$ cat config.mk
export PLATFORM = sky130hd
export DESIGN_NAME = pipeline_hazard_unit
export DESIGN_NICKNAME = d
export VERILOG_FILES = /design/src/rtl/pipeline_hazard_unit.sv
export SDC_FILE = /design/constraint.sdc
export NUM_CORES = 1
export LEC_CHECK = 0
export BUFFER_PORTS_ARGS = -buffer_cell sky130_fd_sc_hd__buf_2
export CAP_MARGIN = 15
export CORE_MARGIN = 10
export CORE_UTILIZATION = 58
export CTS_BUF_LIST = sky130_fd_sc_hd__clkbuf_8
export CTS_CLUSTER_DIAMETER = 30
export DETAILED_ROUTE_END_ITERATION = 8
export PLACE_DENSITY = 0.88
export SYNTH_ARGS = -nofsm -noshare
export SYNTH_HDL_FRONTEND = slang
export SYNTH_SLANG_ARGS = --single-unit
$ cat constraint.sdc
create_clock -name clk -period 6.25 [get_ports clk]
set_input_delay 1.25 -clock clk [delete_from_list [all_inputs] [get_ports clk]]
set_output_delay 1.25 -clock clk [all_outputs]
set_load 0.005 [all_outputs]
$ cat src/rtl/pipeline_hazard_unit.sv
// ---------------------------------------------------------------------------
// pipeline_hazard_unit
//
// Hazard detection and pipeline control for a classic 5-stage MIPS-style
// pipeline. Detects load-use hazards, taken branches, jumps, and data-memory
// wait cycles. Drives the PC and IF/ID enables, the IF/ID and ID/EX bubble
// inserts, and the back-end freeze. Also keeps stall/flush performance
// counters and a sticky memory-timeout flag.
//
// Parameters
//   CNT_WIDTH   : width of StallCycles / FlushCount (saturating counters)
//   MEM_TIMEOUT : consecutive busy MEM_WAIT cycles that raise MemTimeout
//
// Ports
//   clk          in   rising-edge clock
//   reset        in   synchronous, active-high reset
//   ID_Rs/ID_Rt  in   source registers of the instruction in ID
//   ID_UsesRt    in   ID instruction reads Rt
//   EX_Rt        in   destination register of the instruction in EX
//   EX_MemRead   in   EX instruction is a load
//   BranchTaken  in   branch resolved taken in EX
//   Jump, JR     in   J/JAL or JR decoded in ID
//   MemBusy      in   data memory not ready this cycle
//   PCWrite      out  PC enable
//   IF_ID_Write  out  IF/ID enable
//   IF_ID_Flush  out  bubble into IF/ID
//   ID_EX_Flush  out  bubble into ID/EX
//   PipeFreeze   out  hold ID/EX, EX/MEM, MEM/WB
//   State        out  current FSM state (RUN=0 STALL=1 FLUSH=2 MEM_WAIT=3)
//   StallCycles  out  cycles with PCWrite=0
//   FlushCount   out  cycles with IF_ID_Flush=1
//   MemTimeout   out  sticky memory-timeout error
//
// Control outputs are Mealy (combinational from state and inputs); state,
// counters and MemTimeout are registered. Outputs carry no handshake: they
// are plain per-cycle enables, valid whenever clk is running.
// ---------------------------------------------------------------------------
module pipeline_hazard_unit #(
    parameter int CNT_WIDTH   = 16,
    parameter int MEM_TIMEOUT = 255
) (
    input  logic                 clk,
    input  logic                 reset,
    input  logic [4:0]           ID_Rs,
    input  logic [4:0]           ID_Rt,
    input  logic                 ID_UsesRt,
    input  logic [4:0]           EX_Rt,
    input  logic                 EX_MemRead,
    input  logic                 BranchTaken,
    input  logic                 Jump,
    input  logic                 JR,
    input  logic                 MemBusy,
    output logic                 PCWrite,
    output logic                 IF_ID_Write,
    output logic                 IF_ID_Flush,
    output logic                 ID_EX_Flush,
    output logic                 PipeFreeze,
    output logic [1:0]           State,
    output logic [CNT_WIDTH-1:0] StallCycles,
    output logic [CNT_WIDTH-1:0] FlushCount,
    output logic                 MemTimeout
);

    typedef enum logic [1:0] {
        ST_RUN      = 2'd0,
        ST_STALL    = 2'd1,
        ST_FLUSH    = 2'd2,
        ST_MEM_WAIT = 2'd3
    } state_t;

    // Wait counter only needs to reach MEM_TIMEOUT, where it saturates.
    localparam int              WAIT_W   = (MEM_TIMEOUT < 1) ? 1 : $clog2(MEM_TIMEOUT + 1);
    localparam logic [WAIT_W-1:0] WAIT_MAX = WAIT_W'(MEM_TIMEOUT);

    state_t                r_state;
    state_t                w_next_state;
    logic [WAIT_W-1:0]     r_wait_cnt;
    logic [WAIT_W-1:0]     w_wait_inc;
    logic [CNT_WIDTH-1:0]  r_stall_cycles;
    logic [CNT_WIDTH-1:0]  r_flush_count;
    logic                  r_mem_timeout;

    logic                  w_load_use;
    logic                  w_lu_allowed;
    logic                  w_jump_any;
    logic                  w_busy_wait;

    // ------------------------------------------------------------------
    // Event decode
    // ------------------------------------------------------------------
    // r0 is hard-wired zero, so a load targeting it never creates a hazard.
    assign w_load_use = EX_MemRead && (EX_Rt != 5'd0) &&
                        ((EX_Rt == ID_Rs) || (ID_UsesRt && (EX_Rt == ID_Rt)));

    // After a stall or a flush the EX stage holds a bubble, so any load-use
    // match seen there is against stale EX fields and must be ignored.
    // MEM_WAIT released behaves exactly like RUN.
    assign w_lu_allowed = (r_state == ST_RUN) || (r_state == ST_MEM_WAIT);

    assign w_jump_any  = Jump || JR;
    assign w_busy_wait = (r_state == ST_MEM_WAIT) && MemBusy;

    // ------------------------------------------------------------------
    // Next-state and Mealy outputs
    // ------------------------------------------------------------------
    always_comb begin
        PCWrite      = 1'b1;
        IF_ID_Write  = 1'b1;
        IF_ID_Flush  = 1'b0;
        ID_EX_Flush  = 1'b0;
        PipeFreeze   = 1'b0;
        w_next_state = ST_RUN;

        if (reset) begin
            // Hold fetch and squash both front registers while in reset.
            PCWrite      = 1'b0;
            IF_ID_Write  = 1'b0;
            IF_ID_Flush  = 1'b1;
            ID_EX_Flush  = 1'b1;
            PipeFreeze   = 1'b0;
            w_next_state = ST_RUN;
        end else if (MemBusy) begin
            // Memory stall outranks everything in every state. In MEM_WAIT
            // this also covers "ignore all other events and stay".
            PCWrite      = 1'b0;
            IF_ID_Write  = 1'b0;
            PipeFreeze   = 1'b1;
            w_next_state = ST_MEM_WAIT;
        end else if (BranchTaken) begin
            IF_ID_Flush  = 1'b1;
            ID_EX_Flush  = 1'b1;
            w_next_state = ST_FLUSH;
        end else if (w_jump_any) begin
            IF_ID_Flush  = 1'b1;
            w_next_state = ST_RUN;
        end else if (w_load_use && w_lu_allowed) begin
            PCWrite      = 1'b0;
            IF_ID_Write  = 1'b0;
            ID_EX_Flush  = 1'b1;
            w_next_state = ST_STALL;
        end else begin
            w_next_state = ST_RUN;
        end
    end

    // ------------------------------------------------------------------
    // State register
    // ------------------------------------------------------------------
    always_ff @(posedge clk) begin
        if (reset) begin
            r_state <= ST_RUN;
        end else begin
            r_state <= w_next_state;
        end
    end

    // ------------------------------------------------------------------
    // Memory wait counter and sticky timeout
    // ------------------------------------------------------------------
    assign w_wait_inc = (r_wait_cnt == WAIT_MAX) ? r_wait_cnt : (r_wait_cnt + WAIT_W'(1));

    always_ff @(posedge clk) begin
        if (reset) begin
            r_wait_cnt    <= '0;
            r_mem_timeout <= 1'b0;
        end else begin
            if (w_busy_wait) begin
                r_wait_cnt <= w_wait_inc;
                // Flag goes up on the edge that closes the MEM_TIMEOUT-th
                // consecutive busy cycle.
                if (w_wait_inc == WAIT_MAX) begin
                    r_mem_timeout <= 1'b1;
                end
            end else begin
                // Either not waiting or leaving MEM_WAIT this cycle.
                r_wait_cnt <= '0;
            end
        end
    end

    // ------------------------------------------------------------------
    // Performance counters (saturating at all-ones)
    // ------------------------------------------------------------------
    always_ff @(posedge clk) begin
        if (reset) begin
            r_stall_cycles <= '0;
            r_flush_count  <= '0;
        end else begin
            if (!PCWrite && (r_stall_cycles != {CNT_WIDTH{1'b1}})) begin
                r_stall_cycles <= r_stall_cycles + CNT_WIDTH'(1);
            end
            if (IF_ID_Flush && (r_flush_count != {CNT_WIDTH{1'b1}})) begin
                r_flush_count <= r_flush_count + CNT_WIDTH'(1);
            end
        end
    end

    assign State       = r_state;
    assign StallCycles = r_stall_cycles;
    assign FlushCount  = r_flush_count;
    assign MemTimeout  = r_mem_timeout;

    // ------------------------------------------------------------------
    // Structural invariants of the control encoding
    // ------------------------------------------------------------------
    a_enables_match: assert property (@(posedge clk) disable iff (reset)
        PCWrite == IF_ID_Write);
    a_freeze_holds_pc: assert property (@(posedge clk) disable iff (reset)
        PipeFreeze |-> !PCWrite);
    a_flush_keeps_fetch: assert property (@(posedge clk) disable iff (reset)
        IF_ID_Flush |-> PCWrite);

endmodule

==> results of run 1 <==
sequential cells by signal (all words and copies together) (netlist names):
| register | flops |
|---|---|
| StallCycles | 16 |
| MemTimeout | 1 |
| r_wait_cnt | 8 |
| FlushCount | 16 |
| State | 2 |
metal layers:
layer	wire length, um	share of wire
met5	0	0
met4	138	0.025
met3	505	0.092
met2	2470	0.45
met1	2370	0.43
area by class of cell:
type                    count  area [um^2]
clock buffers               7         96.3
flip-flops and latches     43          861
repair buffers             62          310
clock inverters             1         3.75
multi-input cells         211         1270
inverters                   6         22.5
well taps                  48         60.1
fillers                   309         1030
kinds of logic (layout without fill, tap and decap cells):
family / after synthesis / after routing / share of synthesized area
AO/OA/AOI/OAI: 48 / 48 / 0.141
multiplexers: 2 / 2 / 0.00907
AND/OR/NAND/NOR: 128 / 128 / 0.290
XOR/XNOR: 29 / 29 / 0.115
buffers and inverters: 15 / 76 / 0.0323
flip-flops: 43 / 43 / 0.390
adder cells (fa/ha/maj): 4 / 4 / 0.0227
cell usage after synthesis, drive strengths merged (3+ instances only):
| cell type | count | area [um^2] |
|---|---|---|
| nand2 | 18 | 67.6 |
| or3 | 10 | 62.6 |
| o31ai | 3 | 22.5 |
| inv | 6 | 22.5 |
| nor4 | 3 | 18.8 |
| buf | 4 | 30.0 |
| or4 | 4 | 30.0 |
| ha | 4 | 50.1 |
| xnor2 | 17 | 149 |
| nor2 | 40 | 150 |
| dfxtp | 43 | 861 |
| a31oi | 3 | 33.8 |
| nor3 | 8 | 40.0 |
| xor2 | 12 | 105 |
| o21ai | 13 | 65.1 |
| nand4 | 12 | 75.1 |
| a21oi | 22 | 121 |
| nand3 | 21 | 105 |
| clkbuf | 5 | 18.8 |
| and3 | 4 | 25.0 |
final timing paths:
path | endpoint | slack [ns] | cells after the start | startpoint
setup reg to reg | StallCycles[7]$_SDFFE_PP0P_ | 3.86 | 6 | State[0]$_SDFF_PP0_
hold reg to reg | MemTimeout$_SDFFE_PP0P_ | 0.47 | 2 | MemTimeout$_SDFFE_PP0P_
hold / removal | MemTimeout$_SDFFE_PP0P_ | 0.47 | 2 | MemTimeout$_SDFFE_PP0P_
setup / recovery | PCWrite | 2.37 | 7 | JR
worst max-delay path: stages:
cell	delay (ns)
buf_2	0.11
or4b_4	0.52
a21oi_4	0.17
and2_2	0.18
a21oi_1	0.09
nor2b_1	0.14
buf_2	0.16
metrics by stage:
stage	total power, uW	util	hold WS (ns)	instance area (um^2)	setup WS [ns]
floorplan	318	-	0.465	2210	2.56
global placement	337	0.691	0.457	2530	2.40
detailed placement	339	0.691	0.457	2530	2.37
CTS	525	0.718	0.468	2630	2.37
global route	540	0.718	0.518	2630	2.29
finish	519	0.718	0.467	2630	2.37
power groups by stage:
stage / logic (uW) / registers (uW) / clock network (uW)
after detailed placement: 49.1 / 290 / 0
after floorplan: 29.1 / 289 / 0
after global routing: 55.3 / 284 / 201
after CTS: 49.4 / 283 / 192
final: 48.9 / 283 / 187
after global placement: 47.6 / 289 / 0
==> out/metrics.yaml, run 1 <==
status: "complete, no violations"
worstPathArrival_ns: 2.63
avgSynthCellArea_um2: 8.20
clockBufferDepth: 2
hold_class: "reg -> reg"
syn_nets: 296
layout.nets: 356
syn2layout_area_growth_pct: 19.1
die-area_um2: 6670
layout-drive-gt1-share: 0.230
clockRootBuffer: "clkbuf_8"
die_y_um: 81.7
p_switching_uw: 120
slew_viol_final: 0
post_drt_wl_per_cell_um: 14.5
grt_first_pass_wirelength_um: 8870
grt_overflow: 0
numCtsBuffers: 5
crit_fanout: 3
dp_hpwl_um: 4120
hold_viol: 0
ctsResizeCount: 0
synth_seq_area_share: 0.390
post_cts_buffers: 0
busiest_layer: "met2"
dp_cells: 370
finalNonFillerCells: 378
period_needed_ns: 3.88
wl_um: 5480
die_x_um: 81.7
rsz0062_at_grt: "false"
n_antenna_cell: 0
async_flop_share: 0
cp-start-kind: "input pin"
first_global_vias: 2005
ant_nets: 0
netlist_instances: 269
synth_area_um2: 2210
worstSkewPairLatency_ns: 0.29
track_usage: 0.162
layout_common_cells: "buf_2 (62), dfxtp_1 (43), nor2_1 (40)"
drt_iter0_markers: 133
drc: 0
h-tree-depth: 2
cts_tree: "yes"
setup_viol: 0
p_int_uw: 399
viasPerCell: 5.77
combPwrFrac: 0.094
ys_seq_elements: 43
synth.distinct_cells: 39
p_seq_frac: 0.545
cap_violations: 0
peakVddDrop_v: 0.000135
tightestPinTransition_ns: 0.770
drt_first_pass_iters: 4
power_frac_clock: 0.360
p_leak_uw: 0.00104
grtUsageMet2: 0.268
power_density_nw_per_um2: 198
finalCritPeriodShare: 0.621
vias: 2180
io_pins: 63
switching_share: 0.232
synth-main-ff-cell: "dfxtp_1"
yosysWarnings: 0
fin_worst_skew_ns: 0.00701
antenna_found_initial: 0
row_count: 22
portBuffers: 62
finalSetupTns_ns: 0
grtUsageMet3: 0.0524
relSlewSlack: 0.482
clk_pin_slew_ns: 0.07
initial_core_util: 0.603
final_common_cell: "buf_2"
cts.sinks: 43
core_area_um2: 3660
use_met1: 0.189
crit_type: "in -> out"
fmax_ghz: 0.258
synth_edf_count: 0
gp_congestion: 0.933
cp.required_ns: 5.00
hold_buffers: 0
critPathCaptureType: "output pin"
grt_max_degree: 40
No activity file was read; power rests on OpenSTA's default activity.
==> inputs of run 2 (changes only) <==
--- a/config.mk
+++ b/config.mk
@@ -5,14 +5,15 @@
 export SDC_FILE = /design/constraint.sdc
 export NUM_CORES = 1
 export LEC_CHECK = 0
+export ABC_AREA = 1
 export BUFFER_PORTS_ARGS = -buffer_cell sky130_fd_sc_hd__buf_2
 export CAP_MARGIN = 15
 export CORE_MARGIN = 10
-export CORE_UTILIZATION = 58
+export CORE_UTILIZATION = 51
 export CTS_BUF_LIST = sky130_fd_sc_hd__clkbuf_8
 export CTS_CLUSTER_DIAMETER = 30
 export DETAILED_ROUTE_END_ITERATION = 8
-export PLACE_DENSITY = 0.88
+export PLACE_DENSITY = 0.79
 export SYNTH_ARGS = -nofsm -noshare
 export SYNTH_HDL_FRONTEND = slang
 export SYNTH_SLANG_ARGS = --single-unit
==> constraint.sdc (replaced) <==
create_clock -name clk -period 3.45 [get_ports clk]
set_input_delay 0.69 -clock clk [delete_from_list [all_inputs] [get_ports clk]]
set_output_delay 0.69 -clock clk [all_outputs]
set_load 0.005 [all_outputs]
==> run 2 against run 1 <==
Clock-buffer cell count decreased by 2. Non-clock buffer count increased by 1. Routed wire length increased by 18%. Core utilization decreased by 9.9 points. Combinational power increased by 97%. Clock skew decreased by 0.0029 ns. Largest cell class unchanged. Highest routed layer unchanged.
==> out/metrics.yaml, run 2 <==
status: "complete, no violations"
fillers: 506  # +64%
yosysTopAreaCellShare: 0.309  # -0.0807
viasPerCell: 4.85  # -16%
grt_max_degree: 28  # -30%
clk_pin_slew_ns: 0.08  # about the same
track_usage: 0.156  # -0.00674
drt_iter0_markers: 148  # +11%
synth_xor_area_frac: 0.0315  # -0.0836
worstPathArrival_ns: 1.69  # -0.94 ns
ys_seq_elements: 43  # unchanged
cp_slowest_cell: "dfxtp_1"
synth.distinct_cells: 39  # unchanged
synth_area_leaders: "dfxtp_1 (31%), nand2_1 (16%), inv_1 (7.8%)"
post_cts_buffers: 0  # unchanged
switching_share: 0.233  # +0.00120
cap_violations: 0  # unchanged
numCtsBuffers: 5  # unchanged
final_common_cell: "nand2_1"
slew_viol_final: 0  # unchanged
vias: 2706  # +24%
initial_core_util: 0.535  # -0.0683
place_ws_ns: 1.08  # -1.29 ns
worstSkewPairLatency_ns: 0.30  # about the same
setup_viol: 0  # unchanged
fmax_ghz: 0.419
ant_nets: 0  # unchanged
synthAdderAreaFrac: 0.0180  # -0.00469
netlist_instances: 428  # +59%
core_area_um2: 5200  # +42%
synth_area_um2: 2780  # +26%
tightestPinTransition_ns: 0.490  # -0.281 ns
period_needed_ns: 2.38
async_flop_share: 0  # unchanged
synth_compound_area_frac: 0.0958  # -0.0454
syn_nets: 455  # +54%
path_cells: "ha_1, nand3b_1, o21bai_1, inv_1, nand3_2, nand3_1, inv_1, buf_2"
reg2reg_slack_ns: 1.46  # -2.40 ns
r2r_end: "FlushCount[0]$_SDFFE_PP0P_"
crit_type: "reg -> out"
portBuffers: 62  # unchanged
ctsResizeCount: 0  # unchanged
first_global_vias: 2665  # +33%
dp_cells: 550  # +49%
rsz0062_at_grt: "false"
dp_hpwl_um: 4970  # +21%
synth_edf_count: 0  # unchanged
die_y_um: 93.9  # +15%
synthMuxAreaShare: 0  # -0.00907
whs_path_depth: 2  # unchanged
finalNonFillerCells: 558  # +48%
min_to: "MemTimeout$_SDFFE_PP0P_"
hold_buffers: 0  # unchanged
p_leak_uw: 0.00156  # +49%
worstHoldStart: "MemTimeout$_SDFFE_PP0P_"
post_drt_wl_per_cell_um: 11.6  # -20%
worstReg2RegStart: "FlushCount[0]$_SDFFE_PP0P_"
cts.sinks: 43  # unchanged
placed_area_um2: 3090  # +22%
p_int_uw: 829  # +110%
power_frac_clock: 0.436  # +0.076
max_stage_delay_ns: 0.32  # -0.20 ns
power_density_nw_per_um2: 335  # +70%
synth_seq_area_share: 0.309  # -0.0807
hold_class: "reg -> reg"
n_antenna_cell: 0  # unchanged
layout-drive-gt1-share: 0.238  # +0.00740
h-tree-depth: 2  # unchanged
synth_top_family_by_area: "simple AND/OR/NAND/NOR gates"
avgSynthCellArea_um2: 6.50  # -21%
yosysWarnings: 0  # unchanged
yosys.area.top_type: "dfxtp_1"
peakVddDrop_v: 0.000260  # +93%
p_seq_frac: 0.475  # -0.070
synth-simple-area-share: 0.418  # +0.128
gp_congestion: 0.838  # -10%
syn2layout_area_growth_pct: 15.9
cp-start-kind: "flip-flop"
relSlewSlack: 0.672  # +0.191
die-area_um2: 8810  # +32%
die_x_um: 93.9  # +15%
hold_viol: 0  # unchanged
drc: 0  # unchanged
row_count: 26  # +18%
combPwrFrac: 0.089  # -0.005
reg2reg_depth: 8  # +2
finalWorstSetupSlack_ns: 1.07  # -1.30 ns
drt_first_pass_iters: 4  # unchanged
io_pins: 63  # unchanged
layout_common_cells: "nand2_1 (119), buf_2 (62), inv_1 (58)"
antenna_found_initial: 0  # unchanged
grt_overflow: 0  # unchanged
grt_first_pass_wirelength_um: 11600  # +31%
synth-main-ff-cell: "dfxtp_1"
yosysMostFrequentCell: "nand2_1"
layout.nets: 514  # +44%
crit_fanout: 3  # unchanged
crit_top_cell: "inv_1"
critPathCaptureType: "output pin"
wl_um: 6450  # +18%
fin_area_um2: 3220  # +23%
finalSetupTns_ns: 0  # unchanged
yosys-top-cells-count: "nand2_1 (119), inv_1 (58), nor2_1 (55)"
fin_worst_skew_ns: 0.00411  # -0.00290 ns
clockBufferDepth: 2  # unchanged
cp.required_ns: 2.76  # -2.24 ns
finalCritPeriodShare: 0.691
clockRootBuffer: "clkbuf_8"
p_switching_uw: 252  # +110%
cts_tree: "yes"
-- run 2: cell types whose count changed after synthesis, moves of 5 or more --
cell     previous run  this run
inv_2               0         8
o21ai_0            13         8
xor2_1             12         6
nand3_2             0         5
nand4_1            12         6
nand2_2             0         9
or3_1              10         0
inv_1               6        58
nor2_1             40        55
nand3_1            21        33
xnor2_1            17         4
nand2_1            18       119
a21oi_2             0         9
-- run 2: metrics by stage --
stage                     hold slack, ns  power [uW]   util
after floorplan                    0.447         588      -
after global placement             0.448         619  0.593
after detailed placement           0.452         621  0.593
after CTS                          0.464        1090  0.619
after global routing               0.496        1120  0.619
final                              0.455        1080  0.619
-- run 2: how the worst max path moves through the flow --
| stage | start | end | slack [ns] | cells after the start |
|---|---|---|---|---|
| floorplan | JR | PCWrite | 1.27 | 8 |
| global placement | JR | PCWrite | 1.12 | 9 |
| detailed placement | JR | IF_ID_Write | 1.08 | 9 |
| CTS | State[0]$_SDFF_PP0_ | IF_ID_Write | 1.05 | 8 |
| global route | JR | IF_ID_Write | 0.93 | 9 |
| finish | State[0]$_SDFF_PP0_ | PCWrite | 1.07 | 8 |
-- run 2: layout make-up --
class	instances	area, um^2	area share
Clock buffer	5	68.8	0.0213
Sequential cell	43	861	0.267
Clock inverter	3	67.6	0.0210
Inverter	67	254	0.0788
Tap cell	70	87.6	0.0272
Multi-Input combinational cell	307	1570	0.486
Timing Repair Buffer	63	318	0.0986
-- run 2: worst max-delay path, delay by kind of cell, from the launching register on --
kind	cells	cell delay, ns
buffers and inverters	3	0.26
adder cells (fa/ha/maj)	1	0.28
flip-flops	1	0.32
AO/OA/AOI/OAI	1	0.15
AND/OR/NAND/NOR	3	0.38
-- run 2: kinds of logic (layout without fill, tap and decap cells) --
logic type               after synthesis  in the layout
buffers and inverters                 78            138
AO/OA/AOI/OAI                         43             43
flip-flops                            43             43
XOR/XNOR                              10             10
AND/OR/NAND/NOR                      250            250
adder cells (fa/ha/maj)                4              4
-- run 2: power groups by stage --
| stage | logic, uW | clock network (uW) | registers (uW) |
|---|---|---|---|
| finish | 96.3 | 472 | 513 |
| global route | 111 | 499 | 514 |
| CTS | 97.2 | 482 | 513 |
| detailed placement | 96.9 | 0 | 524 |
| global placement | 94.9 | 0 | 524 |
| floorplan | 64.5 | 0 | 523 |
-- run 2: routing by layer --
layer / vias to the layer above / wire length, um / GRT usage
li1: 1458 / - / -
met2: 49 / 3040 / 0.262
met1: 1189 / 3040 / 0.186
met4: 0 / 97 / 0.0633
met5: - / 0 / 0
met3: 10 / 274 / 0.0352
